===== config.mk =====
export PLATFORM = sky130hd
export DESIGN_NAME = serial_alu_flat
export DESIGN_NICKNAME = d
export VERILOG_FILES = /design/src/rtl/serial_cpu_pkg.sv /design/src/rtl/serial_alu_if.sv /design/src/rtl/serial_alu_bit_slice.sv /design/src/rtl/serial_alu.sv /design/src/flat_wrapper.sv
export SDC_FILE = /design/constraint.sdc
export NUM_CORES = 1
export LEC_CHECK = 0
export ABC_AREA = 0
export CORE_MARGIN = 2
export CORE_UTILIZATION = 50
export CTS_BUF_LIST = sky130_fd_sc_hd__clkbuf_4
export DETAILED_ROUTE_END_ITERATION = 10
export PLACE_DENSITY = 0.81
export SKIP_LAST_GASP = 1
export SYNTH_ARGS = -nofsm -noshare
export SYNTH_HDL_FRONTEND = slang
export SYNTH_SLANG_ARGS = --single-unit

===== constraint.sdc =====
create_clock -name clk -period 3.6 [get_ports clk]
set_input_delay 0.36 -clock clk [delete_from_list [all_inputs] [get_ports clk]]
set_output_delay 0.36 -clock clk [all_outputs]
set_load 0.01 [all_outputs]

===== src/rtl/serial_cpu_pkg.sv =====
// Shared opcode and FSM encodings for the bit-serial ALU and the control unit.
package serial_cpu_pkg;

    localparam logic [2:0] OP_ADD = 3'b000;
    localparam logic [2:0] OP_SUB = 3'b001;
    localparam logic [2:0] OP_AND = 3'b010;
    localparam logic [2:0] OP_OR  = 3'b011;
    localparam logic [2:0] OP_XOR = 3'b100;
    localparam logic [2:0] OP_LDB = 3'b101;
    localparam logic [2:0] OP_SHL = 3'b110;
    localparam logic [2:0] OP_CMP = 3'b111;

    typedef enum logic [1:0] {
        S_IDLE = 2'b00,
        S_RUN  = 2'b01,
        S_DONE = 2'b10
    } state_e;

    // Ops whose carry chain produces meaningful C and V flags.
    function automatic logic op_is_arith(input logic [2:0] op);
        return (op == OP_ADD) || (op == OP_SUB) || (op == OP_CMP);
    endfunction

endpackage


===== src/rtl/serial_alu_if.sv =====
// Control-side bundle of the bit-serial ALU: request, operands, result stream and flags.
interface serial_alu_if #(
    parameter int WIDTH = 8
) ();
    localparam int BW = $clog2(WIDTH);

    // start is a request the ALU accepts only while busy is low; no ready is returned,
    // a start seen while busy is dropped, and op/acc_bits/operand_b matter only with it.
    logic             start;
    logic [2:0]       op;
    logic [WIDTH-1:0] acc_bits;
    logic [WIDTH-1:0] operand_b;
    logic             busy;
    logic             acc_write_en;
    logic             alu_result;
    logic [BW-1:0]    bit_index_d;
    logic             done;
    logic             carry_flag;
    logic             zero_flag;
    logic             ovf_flag;

    modport master (
        output start, op, acc_bits, operand_b,
        input  busy, acc_write_en, alu_result, bit_index_d,
        input  done, carry_flag, zero_flag, ovf_flag
    );

    modport slave (
        input  start, op, acc_bits, operand_b,
        output busy, acc_write_en, alu_result, bit_index_d,
        output done, carry_flag, zero_flag, ovf_flag
    );

endinterface


===== src/rtl/serial_alu_bit_slice.sv =====
// Combinational one-bit ALU cell; SUB/CMP invert B here, the caller seeds carry-in with 1.
module serial_bit_slice
    import serial_cpu_pkg::*;
(
    input  logic       a_i,
    input  logic       b_i,
    input  logic       a_prev_i,
    input  logic       cin_i,
    input  logic [2:0] op_i,
    output logic       r_o,
    output logic       cout_o
);

    logic b_eff;

    always_comb begin
        r_o    = 1'b0;
        cout_o = 1'b0;
        b_eff  = b_i;
        case (op_i)
            OP_ADD, OP_SUB, OP_CMP: begin
                b_eff  = (op_i == OP_ADD) ? b_i : ~b_i;
                r_o    = a_i ^ b_eff ^ cin_i;
                cout_o = (a_i & b_eff) | (a_i & cin_i) | (b_eff & cin_i);
            end
            OP_AND: r_o = a_i & b_i;
            OP_OR:  r_o = a_i | b_i;
            OP_XOR: r_o = a_i ^ b_i;
            OP_LDB: r_o = b_i;
            // cout carries A[i] forward as the next bit's shift-in.
            OP_SHL: begin
                r_o    = a_prev_i;
                cout_o = a_i;
            end
            default: r_o = 1'b0;
        endcase
    end

endmodule


===== src/rtl/serial_alu.sv =====
// Bit-serial ALU: latches operands on start, streams result bits LSB first, then
// pulses done with the C/Z/V flags. Each bit is computed one cycle ahead into output flops.
module serial_alu
    import serial_cpu_pkg::*;
#(
    parameter int WIDTH = 8
) (
    input  logic         clk,
    input  logic         rst_n,
    serial_alu_if.slave  alu_if,
    output state_e       state_o
);

    localparam int            BW   = $clog2(WIDTH);
    localparam logic [BW-1:0] LAST = BW'(WIDTH - 1);

    state_e           state_q, state_d;
    logic [BW-1:0]    cnt_q, cnt_d;
    logic [WIDTH-1:0] a_q, a_d, b_q, b_d;
    logic [2:0]       op_q, op_d;
    logic             carry_q, carry_d, zacc_q, zacc_d, cin_msb_q, cin_msb_d;
    logic             busy_q, busy_d, we_q, we_d, res_q, res_d, done_q, done_d;
    logic [BW-1:0]    idx_q, idx_d;
    logic             c_q, c_d, z_q, z_d, v_q, v_d;

    logic             idle;
    logic [BW-1:0]    sel;
    logic [WIDTH-1:0] src_a, src_b;
    logic [2:0]       src_op;
    logic             s_a, s_b, s_prev, s_cin, s_r, s_cout;

    // In IDLE the slice works on the raw inputs so bit 0 is ready on the start edge.
    always_comb begin
        idle   = (state_q == S_IDLE);
        sel    = idle ? '0 : cnt_q + BW'(1);
        src_a  = idle ? alu_if.acc_bits  : a_q;
        src_b  = idle ? alu_if.operand_b : b_q;
        src_op = idle ? alu_if.op        : op_q;
        s_a    = src_a[sel];
        s_b    = src_b[sel];
        s_prev = (sel == '0) ? 1'b0 : src_a[sel - BW'(1)];
        s_cin  = idle ? ((src_op == OP_SUB) || (src_op == OP_CMP)) : carry_q;
    end

    serial_bit_slice u_slice (
        .a_i      (s_a),
        .b_i      (s_b),
        .a_prev_i (s_prev),
        .cin_i    (s_cin),
        .op_i     (src_op),
        .r_o      (s_r),
        .cout_o   (s_cout)
    );

    always_comb begin
        state_d   = state_q;
        cnt_d     = cnt_q;
        a_d       = a_q;
        b_d       = b_q;
        op_d      = op_q;
        carry_d   = carry_q;
        zacc_d    = zacc_q;
        cin_msb_d = cin_msb_q;
        c_d       = c_q;
        z_d       = z_q;
        v_d       = v_q;
        we_d      = 1'b0;
        res_d     = 1'b0;
        idx_d     = '0;
        done_d    = 1'b0;
        case (state_q)
            S_IDLE: begin
                if (alu_if.start) begin
                    state_d = S_RUN;
                    cnt_d   = '0;
                    a_d     = alu_if.acc_bits;
                    b_d     = alu_if.operand_b;
                    op_d    = alu_if.op;
                    carry_d = s_cout;
                    zacc_d  = ~s_r;
                    res_d   = s_r;
                    we_d    = (alu_if.op != OP_CMP);
                end
            end
            S_RUN: begin
                if (cnt_q == LAST) begin
                    state_d = S_DONE;
                    cnt_d   = '0;
                    done_d  = 1'b1;
                    c_d     = (op_is_arith(op_q) || (op_q == OP_SHL)) ? carry_q : 1'b0;
                    z_d     = zacc_q;
                    v_d     = op_is_arith(op_q) ? (cin_msb_q ^ carry_q) : 1'b0;
                end else begin
                    cnt_d   = sel;
                    idx_d   = sel;
                    res_d   = s_r;
                    we_d    = (op_q != OP_CMP);
                    carry_d = s_cout;
                    zacc_d  = zacc_q & ~s_r;
                    if (sel == LAST) cin_msb_d = s_cin;
                end
            end
            S_DONE:  state_d = S_IDLE;
            default: state_d = S_IDLE;
        endcase
        busy_d = (state_d != S_IDLE);
    end

    always_ff @(posedge clk) begin
        if (!rst_n) begin
            state_q   <= S_IDLE;
            cnt_q     <= '0;
            a_q       <= '0;
            b_q       <= '0;
            op_q      <= '0;
            carry_q   <= 1'b0;
            zacc_q    <= 1'b0;
            cin_msb_q <= 1'b0;
            busy_q    <= 1'b0;
            we_q      <= 1'b0;
            res_q     <= 1'b0;
            idx_q     <= '0;
            done_q    <= 1'b0;
            c_q       <= 1'b0;
            z_q       <= 1'b0;
            v_q       <= 1'b0;
        end else begin
            state_q   <= state_d;
            cnt_q     <= cnt_d;
            a_q       <= a_d;
            b_q       <= b_d;
            op_q      <= op_d;
            carry_q   <= carry_d;
            zacc_q    <= zacc_d;
            cin_msb_q <= cin_msb_d;
            busy_q    <= busy_d;
            we_q      <= we_d;
            res_q     <= res_d;
            idx_q     <= idx_d;
            done_q    <= done_d;
            c_q       <= c_d;
            z_q       <= z_d;
            v_q       <= v_d;
        end
    end

    assign alu_if.busy         = busy_q;
    assign alu_if.acc_write_en = we_q;
    assign alu_if.alu_result   = res_q;
    assign alu_if.bit_index_d  = idx_q;
    assign alu_if.done         = done_q;
    assign alu_if.carry_flag   = c_q;
    assign alu_if.zero_flag    = z_q;
    assign alu_if.ovf_flag     = v_q;
    assign state_o             = state_q;

endmodule


===== src/flat_wrapper.sv =====
// flat-port wrapper written by rule: the top's interface ports become plain ports
module serial_alu_flat import serial_cpu_pkg::*;
#(
    parameter int WIDTH = 8
)
  (clk, rst_n, state_o, alu_if_start, alu_if_op, alu_if_acc_bits, alu_if_operand_b, alu_if_busy, alu_if_acc_write_en, alu_if_alu_result, alu_if_bit_index_d, alu_if_done, alu_if_carry_flag, alu_if_zero_flag, alu_if_ovf_flag);
  serial_alu_if #(.WIDTH(WIDTH)) alu_if_i ();
  input  logic clk;
  input  logic rst_n;
  output state_e state_o;
  input wire logic [$bits(alu_if_i.start)-1:0] alu_if_start;
  input wire logic [$bits(alu_if_i.op)-1:0] alu_if_op;
  input wire logic [$bits(alu_if_i.acc_bits)-1:0] alu_if_acc_bits;
  input wire logic [$bits(alu_if_i.operand_b)-1:0] alu_if_operand_b;
  output wire logic [$bits(alu_if_i.busy)-1:0] alu_if_busy;
  output wire logic [$bits(alu_if_i.acc_write_en)-1:0] alu_if_acc_write_en;
  output wire logic [$bits(alu_if_i.alu_result)-1:0] alu_if_alu_result;
  output wire logic [$bits(alu_if_i.bit_index_d)-1:0] alu_if_bit_index_d;
  output wire logic [$bits(alu_if_i.done)-1:0] alu_if_done;
  output wire logic [$bits(alu_if_i.carry_flag)-1:0] alu_if_carry_flag;
  output wire logic [$bits(alu_if_i.zero_flag)-1:0] alu_if_zero_flag;
  output wire logic [$bits(alu_if_i.ovf_flag)-1:0] alu_if_ovf_flag;
  assign alu_if_i.start = alu_if_start;
  assign alu_if_i.op = alu_if_op;
  assign alu_if_i.acc_bits = alu_if_acc_bits;
  assign alu_if_i.operand_b = alu_if_operand_b;
  assign alu_if_busy = alu_if_i.busy;
  assign alu_if_acc_write_en = alu_if_i.acc_write_en;
  assign alu_if_alu_result = alu_if_i.alu_result;
  assign alu_if_bit_index_d = alu_if_i.bit_index_d;
  assign alu_if_done = alu_if_i.done;
  assign alu_if_carry_flag = alu_if_i.carry_flag;
  assign alu_if_zero_flag = alu_if_i.zero_flag;
  assign alu_if_ovf_flag = alu_if_i.ovf_flag;
  serial_alu #(.WIDTH(WIDTH)) u_core (.clk(clk), .rst_n(rst_n), .alu_if(alu_if_i), .state_o(state_o));
endmodule

==> summary.txt, run 1 <==
==================================================================================================
Run status .......................................................................... complete, no violations
Sequential cell area in the final layout ............................................   740.7 um^2
Share of the synthesized area in the top cell type ..................................       0.3688
Leading cell type in the layout, fill and taps excluded ............................. sky130_fd_sc_hd__nand2_1
Length of the first detailed-routing pass in iterations .............................            4
Synthesized Nets ....................................................................          263
Total congestion overflow after global routing ......................................            0
Synth area leaders .................................................................. sky130_fd_sc_hd__dfxtp_1 (37%), sky130_fd_sc_hd__nand2_1 (11%), sky130_fd_sc_hd__mux2i_1 (6.0%)
Commonest cells after routing, fill and taps aside .................................. sky130_fd_sc_hd__nand2_1 (57), sky130_fd_sc_hd__dfxtp_1 (37), sky130_fd_sc_hd__clkdlybuf4s50_1 (33)
Number of port buffers ..............................................................           33
YS warnings .........................................................................            0
Portion of the clock cycle consumed by the worst path in the final layout ...........       0.8800
Pwr Density ......................................................................... 397.2 nW/um^2
CTS sink cnt ........................................................................           37
Die X-Extent ........................................................................     67.38 um
Switching power .....................................................................    0.2405 mW
Setup slack of the critical path after layout .......................................     432.1 ps
Flop and latch count out of synthesis ...............................................           37
Initial Utilization .................................................................       0.5094
Area of placed instances ............................................................    2347 um^2
Final RePlAce weighted congestion ...................................................       0.8593
Biggest fanout along the worst timing path ..........................................           12
Max-cap violations ..................................................................            0
TritonCTS Buffers ...................................................................            5
Worst Tran Pin Value ................................................................     996.0 ps
Die footprint .......................................................................    4539 um^2
# DRC ...............................................................................            0
Final critical path time including I/O delays and setup .............................      3168 ps
Number of failing setup endpoints in the final timing report ........................            0
Clock transition time at the flip-flop clock pins of the worst setup and hold paths .       120 ps
Setup Crit Path Kind ................................................................      reg2reg
Cell count after placement ..........................................................          308
Peak Freq ...........................................................................    315.7 MHz
Worst Path Buf+Inv ..................................................................            0
Vias after detailed routing .........................................................        1,738
Most prevalent standard cell on the critical path ................................... sky130_fd_sc_hd__ha_1
WL/cell .............................................................................     13.00 um
Final standard cell count with taps included and fillers excluded ...................          316
Global Route Usage Sum ..............................................................       0.2074
Setup repair after global routing missed its margin .................................           no
Worst slack at placement ............................................................     518.9 ps
Power share of the combinational group ..............................................        0.180
Post-route clock skew ...............................................................     10.16 ps
Largest stage delay on the critical path ............................................       600 ps
Finished Cell Area ..................................................................    2450 um^2
Num ports ...........................................................................           34
Netlist cell types ..................................................................           48
Top FF cell, synth .................................................................. sky130_fd_sc_hd__dfxtp_1
Number of hold-repair buffers added at the cts stage ................................            0
Antenna violations before repair ....................................................            0
Post-synthesis sequential area ratio ................................................       0.3688
Pin count of the biggest net entering global routing ................................           36
Final-report hold violation count ...................................................            0
Clock tree from TritonCTS ...........................................................         done
Combined area of the multi-input logic cells ........................................    1195 um^2
Global-route wire length before repair ..............................................      7113 um
Cell at the slowest stage of the critical path ...................................... sky130_fd_sc_hd__ha_1
Count of nets left with antenna violations after detail routing .....................            0
Clock share of power ................................................................        0.363
Quantity of gates resized following cts .............................................            0
Sequential share of power ...........................................................        0.457
Layout net count ....................................................................          290
Startpoint class of the critical path ...............................................     register
Final total negative setup slack ....................................................         0 ps
Number of rows in the core area .....................................................           23
Static power due to leakage .........................................................    0.9153 nW
Chip height .........................................................................     67.38 um
Mapped Cells ........................................................................          238
Antenna diode count .................................................................            0
Dominant cell type by area after synthesis .......................................... sky130_fd_sc_hd__dfxtp_1
Mean post-synth cell area ...........................................................   8.438 um^2
Count of H-tree levels built during CTS .............................................            2
HPWL reported at the end of detailed placement ......................................      2948 um
Switching share of total power ......................................................       0.2472
Initial drt markers .................................................................           66
Ordered list of cells on the worst path ............................................. ha_1 > ha_1 > mux2_2 > mux4_2 > o32ai_2 > mux2i_1 > o21a_1 > a311o_1 > and4b_1
Required time at the endpoint of the critical path ..................................      3840 ps
Kind of cell with the highest combined delay on the critical path ................... multiplexers
Number of pins exceeding their max-slew limit in the final report ...................            0
Vias in the first global route ......................................................        1,625
Area added between synthesis and finish .............................................       21.99%
Clk Tree Root Cell .................................................................. sky130_fd_sc_hd__clkbuf_4
Clock latency reported for the late side of the worst-skew pair .....................       340 ps
Number of synthesized flops with an enable pin ......................................            0
Internal power consumption ..........................................................    0.7326 mW
CORE AREA ...........................................................................    3943 um^2
Arrival time at the worst endpoint ..................................................      3410 ps
Worst IR Drop VDD ...................................................................    0.2390 mV
Final Routed Wirelength .............................................................      4107 um
Via density per instance ............................................................        5.500
Maximum count of clock buffers along a single path ..................................            2
Worst hold path class ...............................................................      reg2reg
Number of post-CTS setup repair buffers .............................................            0
Slew headroom .......................................................................       0.3339
Layout cells sized above 1 ..........................................................      0.09023
Kind of capture point of the worst setup path .......................................     register
Filler cell count in the final layout ...............................................          349
Mapped cell area ....................................................................    2008 um^2
Fraction of synthesis flops using an asynchronous set or reset pin ..................            0
==================================================================================================
==> metrics by stage <==
stage | power, mW | utilization | hold WS, ps
final | 0.9731 | 0.6214 | 466.5
after global routing | 1.022 | 0.6214 | 478.5
after CTS | 0.9800 | 0.6214 | 467.7
after detailed placement | 0.6288 | 0.5954 | 451.6
after global placement | 0.6249 | 0.5954 | 446.8
after floorplan | 0.5692 | - | 434.4
==> power by group through the flow <==
stage | combinational (mW) | sequential [mW] | clock [mW]
after detailed placement | 0.175 | 0.454 | 0
after floorplan | 0.117 | 0.452 | 0
after CTS | 0.176 | 0.445 | 0.360
final | 0.175 | 0.445 | 0.354
after global routing | 0.196 | 0.448 | 0.377
after global placement | 0.171 | 0.454 | 0
==> area by class of cell <==
cell class | instances | area share
Clock inverter | 3 | 0.02656
Tap cell | 50 | 0.02554
Clock buffer | 5 | 0.01532
Multi-Input combinational cell | 185 | 0.4877
Timing Repair Buffer | 35 | 0.1410
Sequential cell | 37 | 0.3023
Inverter | 1 | 0.001532
==> registers in the layout, indices dropped and copies added (netlist names) <==
register and flops:
u_core.carry_q 1, u_core.alu_if.alu_result 1, u_core.alu_if.acc_write_en 1, u_core.alu_if.bit_index_d 3
u_core.op_q 3, u_core.alu_if.done 1, u_core.cin_msb_q 1, u_core.b_q 8
u_core.alu_if.ovf_flag 1, u_core.a_q 8, u_core.cnt_q 3, u_core.alu_if.busy 1
u_core.state_o 2, u_core.alu_if.zero_flag 1, u_core.alu_if.carry_flag 1, u_core.zacc_q 1
==> synth_stat cells (2+ instances only) <==
library cell and instances:
sky130_fd_sc_hd__nand2_1 57, sky130_fd_sc_hd__dfxtp_1 37, sky130_fd_sc_hd__nor2_1 13, sky130_fd_sc_hd__a21boi_1 12, sky130_fd_sc_hd__mux2i_1 12, sky130_fd_sc_hd__clkbuf_1 11, sky130_fd_sc_hd__a21boi_0 10, sky130_fd_sc_hd__o21ai_0 8
sky130_fd_sc_hd__nor2b_1 5, sky130_fd_sc_hd__a21oi_1 4, sky130_fd_sc_hd__and2_1 4, sky130_fd_sc_hd__nand3_1 4, sky130_fd_sc_hd__nor3b_1 4, sky130_fd_sc_hd__xnor2_1 4, sky130_fd_sc_hd__xor2_1 4, sky130_fd_sc_hd__a31oi_1 3
sky130_fd_sc_hd__ha_1 3, sky130_fd_sc_hd__nor3_1 3, sky130_fd_sc_hd__a211oi_1 2, sky130_fd_sc_hd__a31o_2 2, sky130_fd_sc_hd__and3_2 2, sky130_fd_sc_hd__mux2_2 2, sky130_fd_sc_hd__mux2_4 2, sky130_fd_sc_hd__mux4_2 2
sky130_fd_sc_hd__nand2b_1 2, sky130_fd_sc_hd__nand3b_1 2, sky130_fd_sc_hd__o211ai_1 2, sky130_fd_sc_hd__o21a_1 2
==> metal layers <==
layer	GRT usage	wire length, um
met1	0.2487	1846
met2	0.3527	2024
met3	0.04167	178
met4	0.1020	57
met5	0	0
==> logic make-up after synthesis <==
group / count (synthesis) / share of synthesized area
xor gates and xnor gates: 8 / 0.03489
muxes: 18 / 0.1084
DFF: 37 / 0.3688
adders and majority gates: 4 / 0.02368
buffers and inverters: 16 / 0.03613
AOI/OAI and AO/OA: 53 / 0.1925
and+or+nand+nor: 102 / 0.2355
==> worst reg2reg max path, stage by stage (launching register included) <==
cell,delay (ps)
sky130_fd_sc_hd__dfxtp_1,340
sky130_fd_sc_hd__ha_1,210
sky130_fd_sc_hd__ha_1,600
sky130_fd_sc_hd__mux2_2,390
sky130_fd_sc_hd__mux4_2,520
sky130_fd_sc_hd__o32ai_2,260
sky130_fd_sc_hd__mux2i_1,120
sky130_fd_sc_hd__o21a_1,120
sky130_fd_sc_hd__a311o_1,330
sky130_fd_sc_hd__and4b_1,180
==> final timing paths <==
| kind | slack, ps | cells past startpoint | start | end |
|---|---|---|---|---|
| min reg2reg | 470 | 2 | u_core.b_q[3] | u_core.b_q[3] |
| max reg2reg | 430 | 9 | u_core.cnt_q[0] | u_core.alu_if.alu_result |
| max | 430 | 9 | u_core.cnt_q[0] | u_core.alu_if.alu_result |
| min | 470 | 2 | u_core.b_q[3] | u_core.b_q[3] |
Note: power is estimated with default switching activity, not from simulation.
==> inputs of run 2 (changes only) <==
Settings changed: ABC_AREA 0 to not set.
==> results of run 2 <==
Final layout, timing and power as in run 1 (identical DEF).
